**src/rtl/pipe_ctrl_pkg.sv**
```systemverilog
// Shared types and constants for the pipeline stall/flush controller.
// The control bundle field order is the one every pipeline-register instance uses.
package pipe_ctrl_pkg;

  localparam int unsigned DEF_REG_ADDR_W = 5;

  typedef enum logic {
    RUN      = 1'b0,
    MDU_BUSY = 1'b1
  } state_t;

  typedef struct packed {
    logic freeze;
    logic flush;
  } stage_ctrl_t;

  typedef struct packed {
    logic        pc_we;
    logic        pc_redirect;
    stage_ctrl_t if_id;
    stage_ctrl_t id_ex;
    stage_ctrl_t ex_mem;
    logic        mem_wb_flush;
  } ctrl_bundle_t;

  // Control rows, in the field order of ctrl_bundle_t
  localparam ctrl_bundle_t CTRL_RESET    = '{1'b0, 1'b0, '{1'b0, 1'b1}, '{1'b0, 1'b1}, '{1'b0, 1'b1}, 1'b1};
  localparam ctrl_bundle_t CTRL_DSTALL   = '{1'b0, 1'b0, '{1'b1, 1'b0}, '{1'b1, 1'b0}, '{1'b1, 1'b0}, 1'b1};
  localparam ctrl_bundle_t CTRL_REDIRECT = '{1'b1, 1'b1, '{1'b0, 1'b1}, '{1'b0, 1'b1}, '{1'b0, 1'b0}, 1'b0};
  localparam ctrl_bundle_t CTRL_MDU      = '{1'b0, 1'b0, '{1'b1, 1'b0}, '{1'b1, 1'b0}, '{1'b0, 1'b1}, 1'b0};
  localparam ctrl_bundle_t CTRL_LOADUSE  = '{1'b0, 1'b0, '{1'b1, 1'b0}, '{1'b0, 1'b1}, '{1'b0, 1'b0}, 1'b0};
  localparam ctrl_bundle_t CTRL_RUN      = '{1'b1, 1'b0, '{1'b0, 1'b0}, '{1'b0, 1'b0}, '{1'b0, 1'b0}, 1'b0};

endpackage

```
**src/rtl/pipe_loaduse_det.sv**
```systemverilog
// Load-use hazard comparator: the ID instruction reads the register a load in EX is writing.
module pipe_loaduse_det
  import pipe_ctrl_pkg::*;
#(
  parameter int unsigned REG_ADDR_W = DEF_REG_ADDR_W
) (
  input  logic [REG_ADDR_W-1:0] rs1,
  input  logic [REG_ADDR_W-1:0] rs2,
  input  logic                  use_rs1,
  input  logic                  use_rs2,
  input  logic [REG_ADDR_W-1:0] ex_rd,
  input  logic                  ex_mem_read,
  output logic                  lu_c
);

  logic rd_valid;
  logic hit_rs1;
  logic hit_rs2;

  // Writes to x0 are discarded, so they never create a dependency
  assign rd_valid = ex_mem_read && (ex_rd != '0);
  assign hit_rs1  = use_rs1 && (rs1 == ex_rd);
  assign hit_rs2  = use_rs2 && (rs2 == ex_rd);
  assign lu_c     = rd_valid && (hit_rs1 || hit_rs2);

endmodule

```
**src/rtl/pipe_hazard_ctrl.sv**
```systemverilog
// Central stall/flush controller: resolves load-use, redirect, MDU and dmem-wait hazards
// into PC and pipeline-register freeze/flush controls, and counts stall/flush cycles.
module pipe_hazard_ctrl
  import pipe_ctrl_pkg::*;
#(
  parameter int unsigned MDU_LATENCY = 8,
  parameter int unsigned REG_ADDR_W  = DEF_REG_ADDR_W
) (
  input  logic                  clk,
  input  logic                  rst,
  input  logic [REG_ADDR_W-1:0] ID_rs1,
  input  logic [REG_ADDR_W-1:0] ID_rs2,
  input  logic                  ID_use_rs1,
  input  logic                  ID_use_rs2,
  input  logic [REG_ADDR_W-1:0] EX_rd,
  input  logic                  EX_mem_read,
  input  logic                  EX_redirect,
  input  logic                  EX_mdu_start,
  input  logic                  dmem_stall,
  output logic                  pc_we,
  output logic                  pc_redirect,
  output logic                  IF_ID_freeze,
  output logic                  IF_ID_flush,
  output logic                  ID_EX_freeze,
  output logic                  ID_EX_flush,
  output logic                  EX_MEM_freeze,
  output logic                  EX_MEM_flush,
  output logic                  MEM_WB_flush,
  output logic                  mdu_done,
  output logic [31:0]           stall_cnt,
  output logic [31:0]           flush_cnt
);

  localparam int unsigned CNT_W     = (MDU_LATENCY > 1) ? $clog2(MDU_LATENCY) : 1;
  localparam bit          MDU_MULTI = (MDU_LATENCY > 1);

  state_t           state;
  state_t           state_nxt;
  logic [CNT_W-1:0] cnt;
  logic [CNT_W-1:0] cnt_nxt;
  ctrl_bundle_t     ctrl;
  logic             lu;

  pipe_loaduse_det #(
    .REG_ADDR_W (REG_ADDR_W)
  ) u_loaduse_det (
    .rs1         (ID_rs1),
    .rs2         (ID_rs2),
    .use_rs1     (ID_use_rs1),
    .use_rs2     (ID_use_rs2),
    .ex_rd       (EX_rd),
    .ex_mem_read (EX_mem_read),
    .lu_c        (lu)
  );

  // State, MDU down-counter and performance counters
  always_ff @(posedge clk) begin
    if (!rst) begin
      state     <= RUN;
      cnt       <= '0;
      stall_cnt <= '0;
      flush_cnt <= '0;
    end else begin
      state <= state_nxt;
      cnt   <= cnt_nxt;
      if (!ctrl.pc_we) stall_cnt <= stall_cnt + 32'd1;
      if (ctrl.pc_redirect) flush_cnt <= flush_cnt + 32'd1;
    end
  end

  // Hazard priority resolution and next-state logic
  always_comb begin
    ctrl      = CTRL_RUN;
    mdu_done  = 1'b0;
    state_nxt = state;
    cnt_nxt   = cnt;
    if (!rst) begin
      ctrl      = CTRL_RESET;
      state_nxt = RUN;
      cnt_nxt   = '0;
    end else begin
      case (state)
        RUN: begin
          if (dmem_stall) begin
            ctrl = CTRL_DSTALL;
          end else if (EX_redirect) begin
            ctrl = CTRL_REDIRECT;
          end else if (EX_mdu_start && MDU_MULTI) begin
            ctrl      = CTRL_MDU;
            state_nxt = MDU_BUSY;
            cnt_nxt   = CNT_W'(MDU_LATENCY - 2);
          end else if (lu) begin
            ctrl = CTRL_LOADUSE;
          end
        end
        MDU_BUSY: begin
          // A dmem wait at cnt==0 holds the result until memory is ready
          if (dmem_stall) begin
            ctrl = CTRL_DSTALL;
            if (cnt != '0) cnt_nxt = cnt - CNT_W'(1);
          end else if (cnt != '0) begin
            ctrl    = CTRL_MDU;
            cnt_nxt = cnt - CNT_W'(1);
          end else begin
            mdu_done  = 1'b1;
            state_nxt = RUN;
          end
        end
        default: state_nxt = RUN;
      endcase
    end
  end

  assign pc_we         = ctrl.pc_we;
  assign pc_redirect   = ctrl.pc_redirect;
  assign IF_ID_freeze  = ctrl.if_id.freeze;
  assign IF_ID_flush   = ctrl.if_id.flush;
  assign ID_EX_freeze  = ctrl.id_ex.freeze;
  assign ID_EX_flush   = ctrl.id_ex.flush;
  assign EX_MEM_freeze = ctrl.ex_mem.freeze;
  assign EX_MEM_flush  = ctrl.ex_mem.flush;
  assign MEM_WB_flush  = ctrl.mem_wb_flush;

endmodule

```
**config.mk**
```make
export PLATFORM = sky130hd
export DESIGN_NAME = pipe_hazard_ctrl
export DESIGN_NICKNAME = d
export VERILOG_FILES = /design/src/rtl/pipe_ctrl_pkg.sv /design/src/rtl/pipe_loaduse_det.sv /design/src/rtl/pipe_hazard_ctrl.sv
export SDC_FILE = /design/constraint.sdc
export NUM_CORES = 1
export LEC_CHECK = 0
export BUFFER_PORTS_ARGS = -buffer_cell sky130_fd_sc_hd__clkbuf_2
export CAP_MARGIN = 20
export CORE_ASPECT_RATIO = 0.8
export CORE_UTILIZATION = 56
export DETAILED_ROUTE_END_ITERATION = 8
export GPL_TIMING_DRIVEN = 1
export PLACE_DENSITY_LB_ADDON = 0.1
export SETUP_SLACK_MARGIN = 0.3
export SLEW_MARGIN = 5
export SYNTH_ARGS = -nofsm -noshare
export SYNTH_HDL_FRONTEND = slang
export SYNTH_SLANG_ARGS = --single-unit
export TNS_END_PERCENT = 5
```
**constraint.sdc**
```tcl
create_clock -name clk -period 4.1 [get_ports clk]
set_input_delay 0.205 -clock clk [delete_from_list [all_inputs] [get_ports clk]]
set_output_delay 0.205 -clock clk [all_outputs]
set_load 0.03 [all_outputs]
```
==> flow_summary.ini <==
[run_status]
outcome = complete, no violations

[worst_setup_path]
crit_arrival_ns = 2.70
crit_path_start_kind = flip-flop
crit_fanout = 39
worst-endpoint-required_ns = 3.89
timing.critical_path.to_type = output pin
rrSetupSlack_ns = 1.50
worst_case_reg_to_reg_path_depth = 9
timing.setup.critical_path_class = reg2out
end_of_the_worst_register_to_register_path = stall_cnt[0]$_SDFFE_PN0N_
critical_path.reg2reg.startpoint = cnt[0]$_SDFFE_PN0P_

[pwr]
peak_supply_drop_uv = 243.3
pwr-share-seq = 0.462
power.leakage_nw = 1.587
combPwrFrac = 0.078
power.net_switching_mw = 0.3509
power.density_nw_per_um2 = 348.0
internal_power_mw = 1.110
power_frac_clock = 0.460
p_sw_frac = 0.2402

[worst_hold_path]
min-delay-start = EX_redirect
worst_hold_path.endpoint = flush_cnt[1]$_SDFFE_PN0P_
cell_count_of_the_worst_hold_path = 3
hold_path_class = in2reg

[job]
cap_viol_max_count = 0

[synth]
fraction_of_registers_with_async_set_reset = 0
distinct_cell_type_count_after_synthesis = 40
total_of_warnings_raised_by_yosys = 0
synthesis.area_per_instance_um2 = 8.192
proportion_of_netlist_area_held_by_the_largest_area_contributor = 0.3919
synth_fp_nets = 451
synth.largest_area_cell = sky130_fd_sc_hd__dfxtp_1
number_of_enable_type_register_cells_in_the_synthesized_netlist = 0
syn_area_um2 = 3473
synth.top_cells.by_area = sky130_fd_sc_hd__dfxtp_1 (39%), sky130_fd_sc_hd__xnor2_1 (6.8%), sky130_fd_sc_hd__a21oi_1 (5.3%)
dominantRegCellSynth = sky130_fd_sc_hd__dfxtp_1
ys_seq_area_frac = 0.3919
ys_seq_elements = 68
post_synth_inst_count = 424

[placement]
finalWeightedCongestion = 0.8460
preCtsSetupSlack_ns = 1.529
dpl.hpwl_um = 5678
dpl-instance-area_um2 = 3958
io_buffers = 96

[detailed_routing]
detailedRoute.firstIterationViolations = 132
route.antenna.remaining_nets = 0
drc_errors = 0
drt-wirelength-per-cell_um = 13.67
vias_per_cell = 5.645
first_pass_iters = 4
totalWireLength_um = 8172
dr_total_vias = 3376

[timing]
achievable-frequency_mhz = 344.2
worstMarginPinSlew_ns = 0.8803
finClkSkew_ns = 0.008620
relSlewSlack = 0.4116
final-hold-violation-count = 0
rsz0062_at_grt = false
setup_viol = 0
period_needed_ns = 2.905
timing.setup.tns_ns = 0
fin_ws_ns = 1.195
final_max_slew_viol_count = 0
timing.final.crit_share = 0.7086
fin_worst_hold_slack_ns = 0.2030

[clocking]
clkSlewWorstSetupHoldPaths_ns = 0.07
cts_made_buffers = 9
post_cts.resized_instances = 0
tritoncts_num_sinks = 68
cts_post_setup_buffers_inserted = 0
cts_hold_buffers = 0
cts_buffer_depth = 2
worst_skew_pair.late_latency_ns = 0.35
cts_htree_levels = 3
cts_root_buffer = sky130_fd_sc_hd__clkbuf_8
tritoncts_clock_tree = done

[global_route]
grt_pass1_vias = 2858
grt_first_pass_wirelength_um = 13280
grtUsageTotal = 0.2516
grt_max_degree = 41
grt_antenna_before_repair = 0
grt_overflow_total = 0

[final_layout]
final_util = 0.7063
antenna-diode-count = 0
design_area_um2 = 4198
drive_above_1_share = 0.2360
flow.area_growth_from_synthesis_pct = 20.86
nets = 539

[die]
fp.dieH_um = 72.44
io_pins = 97
initial_core_util = 0.5844
core.rowCount = 25
floorplan.die_area_um2 = 6523
dieWidth_um = 90.05
placeableCoreArea_um2 = 5943
## power groups by stage
stage	registers (mW)	logic (mW)	clock network (mW)
floorplan	0.696	0.0761	0
global placement	0.690	0.111	0
detailed placement	0.690	0.114	0
CTS	0.675	0.114	0.683
global route	0.676	0.124	0.714
finish	0.675	0.114	0.672
## Yosys cell counts (2+ instances only)
cell type,count
sky130_fd_sc_hd__a21oi_1,37
sky130_fd_sc_hd__and2_1,9
sky130_fd_sc_hd__and3_1,11
sky130_fd_sc_hd__and4_1,7
sky130_fd_sc_hd__buf_2,3
sky130_fd_sc_hd__buf_6,3
sky130_fd_sc_hd__clkbuf_1,14
sky130_fd_sc_hd__dfxtp_1,68
sky130_fd_sc_hd__ha_1,4
sky130_fd_sc_hd__inv_1,11
sky130_fd_sc_hd__nand2_1,33
sky130_fd_sc_hd__nand2b_1,3
sky130_fd_sc_hd__nand3_1,27
sky130_fd_sc_hd__nand4_1,17
sky130_fd_sc_hd__nor2_1,41
sky130_fd_sc_hd__nor3_1,12
sky130_fd_sc_hd__nor4_1,2
sky130_fd_sc_hd__nor4_2,2
sky130_fd_sc_hd__o21ai_0,13
sky130_fd_sc_hd__o21ai_1,7
sky130_fd_sc_hd__o31ai_1,13
sky130_fd_sc_hd__or3_1,19
sky130_fd_sc_hd__or4_1,13
sky130_fd_sc_hd__xnor2_1,27
sky130_fd_sc_hd__xor2_1,13
## flip-flops by register name (all words and copies together), names as in the netlist
signal	count
cnt	3
flush_cnt	32
stall_cnt	32
state	1
## layout make-up
type                            count  area, µm²
Multi-Input combinational cell    323       1951
Fill cell                         508       1745
Timing Repair Buffer               99      503.0
Inverter                           11      41.29
Sequential cell                    68       1361
Clock buffer                       10      127.6
Clock inverter                      6      112.6
Tap cell                           81      101.3
## critical path, cell delays in order (launching register included)
cell and delay, ns:
sky130_fd_sc_hd__dfxtp_1 0.31, sky130_fd_sc_hd__inv_1 0.10, sky130_fd_sc_hd__ha_1 0.18, sky130_fd_sc_hd__nand2b_1 0.10, sky130_fd_sc_hd__and2_1 0.20, sky130_fd_sc_hd__nor3_1 0.24
sky130_fd_sc_hd__a21boi_4 0.76, sky130_fd_sc_hd__and2_1 0.24, sky130_fd_sc_hd__clkbuf_2 0.21
## cells by family after synthesis
kind of cell | count (synthesis) | share of synthesized area
and+or+nand+nor | 201 | 0.3130
buffers and inverters | 33 | 0.04647
DFF | 68 | 0.3919
adders and majority gates | 4 | 0.01441
AOI/OAI and AO/OA | 77 | 0.1304
xor gates and xnor gates | 40 | 0.1009
muxes | 1 | 0.002882
## metal layers
metal  vias up  routed length (µm)  track usage
li1       1693                   -            -
met4         0                  78      0.05376
met2       100                3759       0.4071
met1      1576                3860       0.3361
met3         7                 474      0.07338
met5         -                   0            0
## placed cells by master (no fill, tap or decap), drive strengths merged, types with 3 or more instances in the layout
| master | instances |
|---|---|
| clkbuf | 106 |
| dfxtp | 68 |
| nor2 | 41 |
| a21oi | 37 |
| nand2 | 33 |
| xnor2 | 27 |
| nand3 | 27 |
| o21ai | 21 |
| or3 | 19 |
| nand4 | 17 |
| or4 | 13 |
| o31ai | 13 |
| xor2 | 13 |
| nor3 | 13 |
| and3 | 11 |
| inv | 11 |
| and2 | 9 |
| and4 | 7 |
| ha | 4 |
| nor4 | 4 |
| nand2b | 3 |
| bufinv | 3 |
| buf | 3 |
| clkinv | 3 |
## metrics by stage
step | cells | total power [mW]
global placement | 582 | 0.8011
CTS | 598 | 1.471
floorplan | 424 | 0.7726
finish | 598 | 1.461
detailed placement | 582 | 0.8040
global route | 598 | 1.514
## how the worst max path moves through the flow
stage,startpoint,end,cells after the start
floorplan,cnt[0]$_SDFFE_PN0P_,pc_we,9
global placement,cnt[0]$_SDFFE_PN0P_,stall_cnt[0]$_SDFFE_PN0N_,9
finish,cnt[0]$_SDFFE_PN0P_,pc_we,8
global route,cnt[0]$_SDFFE_PN0P_,pc_we,8
CTS,cnt[0]$_SDFFE_PN0P_,pc_we,8
detailed placement,cnt[0]$_SDFFE_PN0P_,stall_cnt[0]$_SDFFE_PN0N_,9
Note: power is estimated with default switching activity, not from simulation.
